[src/rtl/circular_dma_wr_arbiter.sv]
// Two-requester AXI4 write arbiter for circular DMA engines: round-robin at burst
// granularity, grant held AW through B, wlast regenerated from a beat counter.
module circular_dma_wr_arbiter #(
  parameter int C_ADDR_WIDTH = 32,
  parameter int C_DATA_WIDTH = 64
) (
  input  logic                    clk,
  input  logic                    rst_n,
  // requester 0
  input  logic [C_ADDR_WIDTH-1:0] s0_axi_awaddr,
  input  logic [7:0]              s0_axi_awlen,
  input  logic                    s0_axi_awvalid,
  output logic                    s0_axi_awready,
  input  logic [C_DATA_WIDTH-1:0] s0_axi_wdata,
  input  logic                    s0_axi_wlast,
  input  logic                    s0_axi_wvalid,
  output logic                    s0_axi_wready,
  output logic [1:0]              s0_axi_bresp,
  output logic                    s0_axi_bvalid,
  input  logic                    s0_axi_bready,
  // requester 1
  input  logic [C_ADDR_WIDTH-1:0] s1_axi_awaddr,
  input  logic [7:0]              s1_axi_awlen,
  input  logic                    s1_axi_awvalid,
  output logic                    s1_axi_awready,
  input  logic [C_DATA_WIDTH-1:0] s1_axi_wdata,
  input  logic                    s1_axi_wlast,
  input  logic                    s1_axi_wvalid,
  output logic                    s1_axi_wready,
  output logic [1:0]              s1_axi_bresp,
  output logic                    s1_axi_bvalid,
  input  logic                    s1_axi_bready,
  // shared master
  output logic [C_ADDR_WIDTH-1:0] m_axi_awaddr,
  output logic [7:0]              m_axi_awlen,
  output logic                    m_axi_awvalid,
  input  logic                    m_axi_awready,
  output logic [C_DATA_WIDTH-1:0] m_axi_wdata,
  output logic                    m_axi_wlast,
  output logic                    m_axi_wvalid,
  input  logic                    m_axi_wready,
  input  logic [1:0]              m_axi_bresp,
  input  logic                    m_axi_bvalid,
  output logic                    m_axi_bready,
  // status
  output logic                    grant,
  output logic                    busy,
  output logic [1:0]              err_wlast
);

  // Handshakes: a beat transfers on a rising edge where valid && ready; valid never
  // waits on ready, and only the granted requester's channel for the current phase is open.
  typedef enum logic [1:0] {S_IDLE, S_ADDR, S_DATA, S_RESP} state_e;

  state_e     state_q;
  logic       grant_q;
  logic       last_grant_q;
  logic [7:0] cnt_q;
  logic [1:0] err_q;

  logic [C_ADDR_WIDTH-1:0] sel_awaddr;
  logic [7:0]              sel_awlen;
  logic                    sel_awvalid;
  logic [C_DATA_WIDTH-1:0] sel_wdata;
  logic                    sel_wlast;
  logic                    sel_wvalid;
  logic                    sel_bready;

  assign sel_awaddr  = grant_q ? s1_axi_awaddr  : s0_axi_awaddr;
  assign sel_awlen   = grant_q ? s1_axi_awlen   : s0_axi_awlen;
  assign sel_awvalid = grant_q ? s1_axi_awvalid : s0_axi_awvalid;
  assign sel_wdata   = grant_q ? s1_axi_wdata   : s0_axi_wdata;
  assign sel_wlast   = grant_q ? s1_axi_wlast   : s0_axi_wlast;
  assign sel_wvalid  = grant_q ? s1_axi_wvalid  : s0_axi_wvalid;
  assign sel_bready  = grant_q ? s1_axi_bready  : s0_axi_bready;

  logic in_addr, in_data, in_resp;
  logic aw_hs, w_hs, b_hs;
  logic last_beat;

  assign in_addr   = (state_q == S_ADDR);
  assign in_data   = (state_q == S_DATA);
  assign in_resp   = (state_q == S_RESP);
  assign aw_hs     = in_addr && sel_awvalid && m_axi_awready;
  assign w_hs      = in_data && sel_wvalid && m_axi_wready;
  assign b_hs      = in_resp && m_axi_bvalid && sel_bready;
  assign last_beat = (cnt_q == 8'd0);

  // Payloads are zeroed outside their phase so idle buses show no stale requester data.
  assign m_axi_awaddr  = in_addr ? sel_awaddr : '0;
  assign m_axi_awlen   = in_addr ? sel_awlen  : 8'd0;
  assign m_axi_awvalid = in_addr && sel_awvalid;
  assign m_axi_wdata   = in_data ? sel_wdata  : '0;
  assign m_axi_wlast   = in_data && last_beat;
  assign m_axi_wvalid  = in_data && sel_wvalid;
  assign m_axi_bready  = in_resp && sel_bready;

  assign s0_axi_awready = in_addr && !grant_q && m_axi_awready;
  assign s1_axi_awready = in_addr &&  grant_q && m_axi_awready;
  assign s0_axi_wready  = in_data && !grant_q && m_axi_wready;
  assign s1_axi_wready  = in_data &&  grant_q && m_axi_wready;
  assign s0_axi_bvalid  = in_resp && !grant_q && m_axi_bvalid;
  assign s1_axi_bvalid  = in_resp &&  grant_q && m_axi_bvalid;
  assign s0_axi_bresp   = (in_resp && !grant_q) ? m_axi_bresp : 2'b00;
  assign s1_axi_bresp   = (in_resp &&  grant_q) ? m_axi_bresp : 2'b00;

  assign grant     = grant_q;
  assign busy      = (state_q != S_IDLE);
  assign err_wlast = err_q;

  always_ff @(posedge clk or negedge rst_n) begin
    if (!rst_n) begin
      state_q      <= S_IDLE;
      grant_q      <= 1'b0;
      last_grant_q <= 1'b1;
      cnt_q        <= 8'd0;
      err_q        <= 2'b00;
    end else begin
      case (state_q)
        S_IDLE: begin
          if (s0_axi_awvalid || s1_axi_awvalid) begin
            if (s0_axi_awvalid && s1_axi_awvalid) grant_q <= ~last_grant_q;
            else                                  grant_q <= s1_axi_awvalid;
            state_q <= S_ADDR;
          end
        end
        S_ADDR: begin
          if (aw_hs) begin
            cnt_q   <= sel_awlen;
            state_q <= S_DATA;
          end
        end
        S_DATA: begin
          if (w_hs) begin
            // Requester's wlast is only audited; the counter alone ends the burst.
            if (sel_wlast != last_beat) err_q[grant_q] <= 1'b1;
            if (last_beat) state_q <= S_RESP;
            else           cnt_q   <= cnt_q - 8'd1;
          end
        end
        S_RESP: begin
          if (b_hs) begin
            last_grant_q <= grant_q;
            state_q      <= S_IDLE;
          end
        end
        default: state_q <= S_IDLE;
      endcase
    end
  end

endmodule

[config.mk]
export PLATFORM = sky130hd
export DESIGN_NAME = circular_dma_wr_arbiter
export DESIGN_NICKNAME = d
export VERILOG_FILES = /design/src/rtl/circular_dma_wr_arbiter.sv
export SDC_FILE = /design/constraint.sdc
export NUM_CORES = 1
export LEC_CHECK = 0
export CORE_AREA = 3 3 132 134
export DETAILED_ROUTE_END_ITERATION = 10
export DIE_AREA = 0 0 135 137
export REMOVE_ABC_BUFFERS = 1
export SLEW_MARGIN = 15
export SYNTH_ARGS = -nofsm -noshare
export SYNTH_HDL_FRONTEND = slang
export SYNTH_SLANG_ARGS = --single-unit
[constraint.sdc]
create_clock -name clk -period 2.6 [get_ports clk]
set_input_delay 0.26 -clock clk [delete_from_list [all_inputs] [get_ports clk]]
set_output_delay 0.26 -clock clk [all_outputs]
set_load 0.05 [all_outputs]
==> impl_metrics.json, run 1 <==
{
  "run_status": "finished, final reports clean",
  "crit_path_end_kind": "output pin",
  "detail_route.iter0.violations": 107,
  "post_synthesis_cells": 355,
  "synth_area_leaders": "mux2i_1 (41%), nor2_1 (16%), dfrtp_1 (12%)",
  "clockRootBuffer": "clkbuf_16",
  "timing.critical_path.from_type": "flip-flop",
  "layout-drive-gt1-share_pct": 21.0,
  "vias_in_the_first_global_route": 4023,
  "asyncSetResetFlopFracSynth_pct": 100,
  "pin_count_of_the_biggest_net_entering_global_routing": 54,
  "first_pass_grt_wire_length_um": 24100,
  "ctsLongestPathBuffers": 2,
  "average_wire_per_cell_in_the_routed_design_um": 18.3,
  "detail-route-antenna-nets": 0,
  "grtUsageMet1_pct": 18.2,
  "setup_repair_after_global_routing_missed_its_margin": "false",
  "final_core_utilization_pct": 45.4,
  "max-slew-margin-rel_pct": 54.7,
  "synth-seq-cells": 14,
  "drt_pass1_iterations": 4,
  "final_cell_area_mm2": 0.00745,
  "worst-setup-path-type": "flip-flop to output pin",
  "core_region_mm2": 0.0164,
  "clock-sinks": 14,
  "cts_bufs_inserted": 3,
  "cts.clk_slew.worst_paths_ps": 50,
  "die_w_um": 135,
  "yosys_most_used_dff": "dfrtp_1",
  "timing.final.hold_violations": 0,
  "via_count": 3855,
  "nets": 915,
  "initial_core_util_pct": 16.2,
  "grt_overflow": 0,
  "worst-slew-pin-transition_ps": 678,
  "worst_skew_pair_later_pin_latency_ps": 250,
  "gr-max-usage-layer": "met2",
  "final-max-slew-violation-count": 0,
  "initial_antenna_violation_count": 2,
  "syn_area_mm2": 0.00266,
  "crit_path_max_fanout": 29,
  "tritoncts_clock_tree": "built",
  "postRouteWirelength_um": 16600,
  "syn_area_per_cell_um2": 7.50,
  "min_period_over_period_pct": 89.3,
  "post_cts.repair.setup_buffers": 0,
  "synth_warnings": 0,
  "number_of_hold_repair_buffers_added_at_the_cts_stage": 0,
  "fp.dieH_um": 137,
  "fmax_mhz": 431,
  "count_of_distinct_cell_types_in_the_synthesized_netlist": 46,
  "yosysTopAreaCellShare_pct": 40.6,
  "hpwlAfterDp_um": 14400,
  "max_cap_viols": 0,
  "global_route_usage_sum_pct": 16.8,
  "htreeDepth": 1,
  "most-common-layout-cells": "clkdlybuf4s50_1 (227), nor2_1 (114), mux2i_1 (108)",
  "setup_total_negative_slack_ps": 0,
  "power_per_unit_of_standard_cell_area_mw_per_mm2": 1150,
  "syn2layout_area_growth_pct": 180,
  "die-area_mm2": 0.0185,
  "floorplan.rows": 47,
  "final_common_cell": "clkdlybuf4s50_1",
  "gp_congestion": 0.870,
  "use_met2_pct": 31.3,
  "critical_path_data_arrival_time_ps": 2060,
  "cp.required_ps": 2340,
  "via_per_inst": 4.25,
  "yosys.area.top_type": "mux2i_1",
  "clock_skew_ps": 3.41,
  "floorplan.io_pins": 345,
  "drcViolationCount": 0,
  "total_power_mw": 8.54,
  "final-setup-viol-count": 0,
  "io_buffer_count": 344,
  "met3_usage_pct": 6.43,
  "synth-edff-count": 0,
  "detailed_place.area_mm2": 0.00735,
  "hold_path_class": "input pin to async pin",
  "finalWorstPathRequiredPeriod_ps": 2320,
  "synth_sequential_area_ratio_pct": 13.2,
  "leakage_power_of_the_design_nw": 3.21,
  "fin_hold_ws_ps": 426,
  "peakVddDrop_v": 0.000647
}
-- flip-flops by register name (all words and copies together), names as in the netlist --
register and flops:
cnt_q 8, err_wlast 2, grant 1, last_grant_q 1, state_q 2
-- timing repair --
action / CTS / global route
gates resized for setup: 0 / 1
endpoints found under the setup margin: 0 / 18
hold endpoints to repair: 0 / 0
-- power breakdown --
part / total (mW) / leakage, nW / internal (mW) / switching (mW)
sequential: 0.539 / 0.160 / 0.342 / 0.197
combinational: 7.67 / 3.01 / 3.42 / 4.25
clock: 0.334 / 0.0442 / 0.234 / 0.100
total: 8.54 / 3.21 / 4.00 / 4.55
-- logic make-up (layout without fill, tap and decap cells) --
kind of cell	Yosys count	after routing	share of synthesized area, %
AND/OR/NAND/NOR	151	151	24.0
multiplexers	113	113	42.8
buffers and inverters	38	368	6.58
AO/OA/AOI/OAI	31	31	9.91
flip-flops	14	14	13.2
adder cells (fa/ha/maj)	6	6	2.82
XOR/XNOR	2	2	0.658
other	0	2	0
-- synthesized netlist by cell type, drive strengths merged (2+ instances only) --
master	number
and2	5
dfrtp	13
xor2	2
inv	9
a21oi	3
a32o	2
buf	14
o22a	2
clkbuf	13
o21ai	4
mux2i	108
nor3	3
and3	7
ha	6
a2bb2oi	4
nand2	11
nand3	3
nor2b	3
mux2	5
clkinv	2
nor2	114
a211oi	4
-- final timing paths --
kind	slack (ps)	end	startpoint	depth (start not counted)
max	280	m_axi_wdata[36]	grant$_DFFE_PN0P_	4
min	430	err_wlast[1]$_DFFE_PN0P_	rst_n	1
max reg2reg	460	cnt_q[1]$_DFFE_PN0P_	state_q[1]$_DFFE_PN0P_	7
min reg2reg	460	err_wlast[0]$_DFFE_PN0P_	err_wlast[0]$_DFFE_PN0P_	1
max in group asynchronous	1670	grant$_DFFE_PN0P_	rst_n	1
min in group clk	460	err_wlast[0]$_DFFE_PN0P_	err_wlast[0]$_DFFE_PN0P_	1
-- final cells by class --
type | count | area, µm²
Antenna cell | 2 | 5.00
Clock buffer | 4 | 88.8
Fill cell | 1491 | 8960
Inverter | 11 | 41.3
Multi-Input combinational cell | 303 | 2140
Sequential cell | 14 | 355
Tap cell | 220 | 275
Timing Repair Buffer | 353 | 4540
-- critical path, stage by stage (launching register included) --
cell and delay [ps]:
dfrtp_4 700, buf_4 480, mux2i_1 300, nor2_1 110
buf_12 180
-- per-stage QoR --
step,cells,setup slack (ps)
6_report,907,279
5_1_grt,907,142
4_1_cts,905,95.3
3_5_place_dp,901,370
3_3_place_gp,901,501
2_1_floorplan,328,-3050
-- metal layers --
layer	vias to the layer above	wire length, µm
li1	1889	-
met4	0	365
met1	1721	5900
met2	223	8520
met3	22	1800
met5	-	0
Note: power is estimated with default switching activity, not from simulation.
==> run 2, diff against run 1 <==
--- a/config.mk
+++ b/config.mk
@@ -9,6 +9,7 @@
 export DETAILED_ROUTE_END_ITERATION = 10
 export DIE_AREA = 0 0 135 137
 export REMOVE_ABC_BUFFERS = 1
+export SETUP_SLACK_MARGIN = 0.2
 export SLEW_MARGIN = 15
 export SYNTH_ARGS = -nofsm -noshare
 export SYNTH_HDL_FRONTEND = slang
==> impl_metrics.json, run 2 (synthesis results as in run 1) <==
{
  "run_status": "finished, final reports clean",
  "die_w_um": 135,
  "hpwlAfterDp_um": 14400,
  "finish.cell_count_without_fillers": 907,
  "worst_path_largest_cell_delay_ps": 410,
  "largest_register_ffs": 8,
  "crit_path_cell_trace": "inv_1 > ha_2 > inv_2 > buf_4 > nor2_1 > buf_12",
  "finalWorstPathRequiredPeriod_ps": 2300,
  "cts.clk_slew.worst_paths_ps": 50,
  "via_per_inst": 4.26,
  "drcViolationCount": 0,
  "worst-setup-path-type": "flip-flop to output pin",
  "clock-sinks": 14,
  "crit_path_max_fanout": 40,
  "power_per_unit_of_standard_cell_area_mw_per_mm2": 1150,
  "leakage_power_of_the_design_nw": 3.23,
  "register_area_um2": 355,
  "crit_path_top_delay_cell": "ha_2",
  "detail_route.iter0.violations": 113,
  "timing.critical_path.from_type": "flip-flop",
  "gp_congestion": 0.870,
  "via_count": 3861,
  "final_common_cell": "clkdlybuf4s50_1",
  "htreeDepth": 1,
  "hold_path_class": "input pin to async pin",
  "cts_bufs_inserted": 3,
  "pin_count_of_the_biggest_net_entering_global_routing": 54,
  "first_pass_grt_wire_length_um": 24100,
  "clockRootBuffer": "clkbuf_16",
  "worst_skew_pair_later_pin_latency_ps": 250,
  "floorplan.io_pins": 345,
  "min_period_over_period_pct": 88.6,
  "layout-drive-gt1-share_pct": 21.0,
  "max-slew-margin-rel_pct": 55.0,
  "max_cap_viols": 0,
  "ctsLongestPathBuffers": 2,
  "timing.final.hold_violations": 0,
  "setup_repair_after_global_routing_missed_its_margin": "true",
  "final-setup-viol-count": 0,
  "syn2layout_area_growth_pct": 180,
  "drt_pass1_iterations": 4,
  "most-common-layout-cells": "clkdlybuf4s50_1 (226), nor2_1 (114), mux2i_1 (108)",
  "die-area_mm2": 0.0185,
  "postRouteWirelength_um": 16600,
  "peakVddDrop_v": 0.000647,
  "registers.top_by_ff_count": "cnt_q",
  "multi_input_comb_area_mm2": 0.00214,
  "nets": 915,
  "core_region_mm2": 0.0164,
  "number_of_placed_instances_with_taps_included": 901,
  "initial_antenna_violation_count": 2,
  "worst-slew-pin-transition_ps": 673,
  "tritoncts_clock_tree": "built",
  "fp.dieH_um": 137,
  "floorplan.rows": 47,
  "cp.required_ps": 2340,
  "final-max-slew-violation-count": 0,
  "fin_hold_ws_ps": 424,
  "grt_overflow": 0,
  "fmax_mhz": 434,
  "critical_path_data_arrival_time_ps": 2040,
  "initial_core_util_pct": 16.2,
  "clock_skew_ps": 3.62,
  "global_route_usage_sum_pct": 16.8,
  "filler_cell_count": 1491,
  "crit_path_end_kind": "output pin",
  "vias_in_the_first_global_route": 4023,
  "number_of_hold_repair_buffers_added_at_the_cts_stage": 0,
  "io_buffer_count": 344,
  "average_wire_per_cell_in_the_routed_design_um": 18.3,
  "detail-route-antenna-nets": 0
}
-- run 2: changes by cell type in the layout (fill, tap and decap cells not counted), sizes merged --
| cell | before | now |
|---|---|---|
| dlymetal6s2s | 0 | 1 |
| clkdlybuf4s50 | 227 | 226 |
-- run 2: power by group --
group | leakage [nW] | switching [mW] | internal, mW
Combinational | 3.03 | 4.25 | 3.43
Sequential | 0.160 | 0.197 | 0.342
Clock | 0.0442 | 0.101 | 0.234
-- run 2: repair_timing --
action | CTS | global route
gates resized for setup | 1 | 2
setup endpoints to repair | 63 | 7
setup buffers | 0 | 0
hold endpoints to repair | 0 | 0
-- run 2: per-stage QoR --
step | TNS, ps | worst slack, ps | power [mW] | util, % | cell area, µm²
after global routing | 0 | 172 | 8.95 | 45.4 | 7460
final | 0 | 297 | 8.55 | 45.4 | 7460
after global placement | 0 | 501 | 8.19 | 44.8 | 7350
after floorplan | -344100 | -3050 | 4.41 | - | 2530
after detailed placement | 0 | 370 | 8.28 | 44.8 | 7350
after CTS | 0 | 231 | 8.65 | 45.4 | 7440
-- run 2: area by class of cell --
cell class                      count  area share [%]
Timing Repair Buffer              353            61.0
Tap cell                          220            3.69
Antenna cell                        2          0.0671
Sequential cell                    14            4.77
Multi-Input combinational cell    303            28.7
Inverter                           11           0.554
Clock buffer                        4            1.19
-- run 2: worst max-delay path, delay by kind of cell (launching register included) --
kind                       cells  cell delay, ps
buffers and inverters          4             680
adders and majority gates      1             410
DFF                            1             400
and+or+nand+nor                1             270
-- run 2: metal layers --
metal  vias up  routed length (µm)  GRT usage [%]
met1      1726                5970           18.2
met4         0                 371           3.47
met3        22                1780           6.43
met5         -                   0              0
met2       222                8490           31.3
li1       1891                   -              -
-- run 2: final timing paths --
kind | slack (ps) | end | depth (start not counted) | start
max | 300 | m_axi_wdata[60] | 6 | state_q[0]$_DFFE_PN0P_
min | 420 | err_wlast[1]$_DFFE_PN0P_ | 1 | rst_n
max reg2reg | 460 | cnt_q[1]$_DFFE_PN0P_ | 7 | state_q[1]$_DFFE_PN0P_
min reg2reg | 460 | err_wlast[0]$_DFFE_PN0P_ | 1 | err_wlast[0]$_DFFE_PN0P_
max in group asynchronous | 1680 | grant$_DFFE_PN0P_ | 1 | rst_n
min in group clk | 460 | err_wlast[0]$_DFFE_PN0P_ | 1 | err_wlast[0]$_DFFE_PN0P_
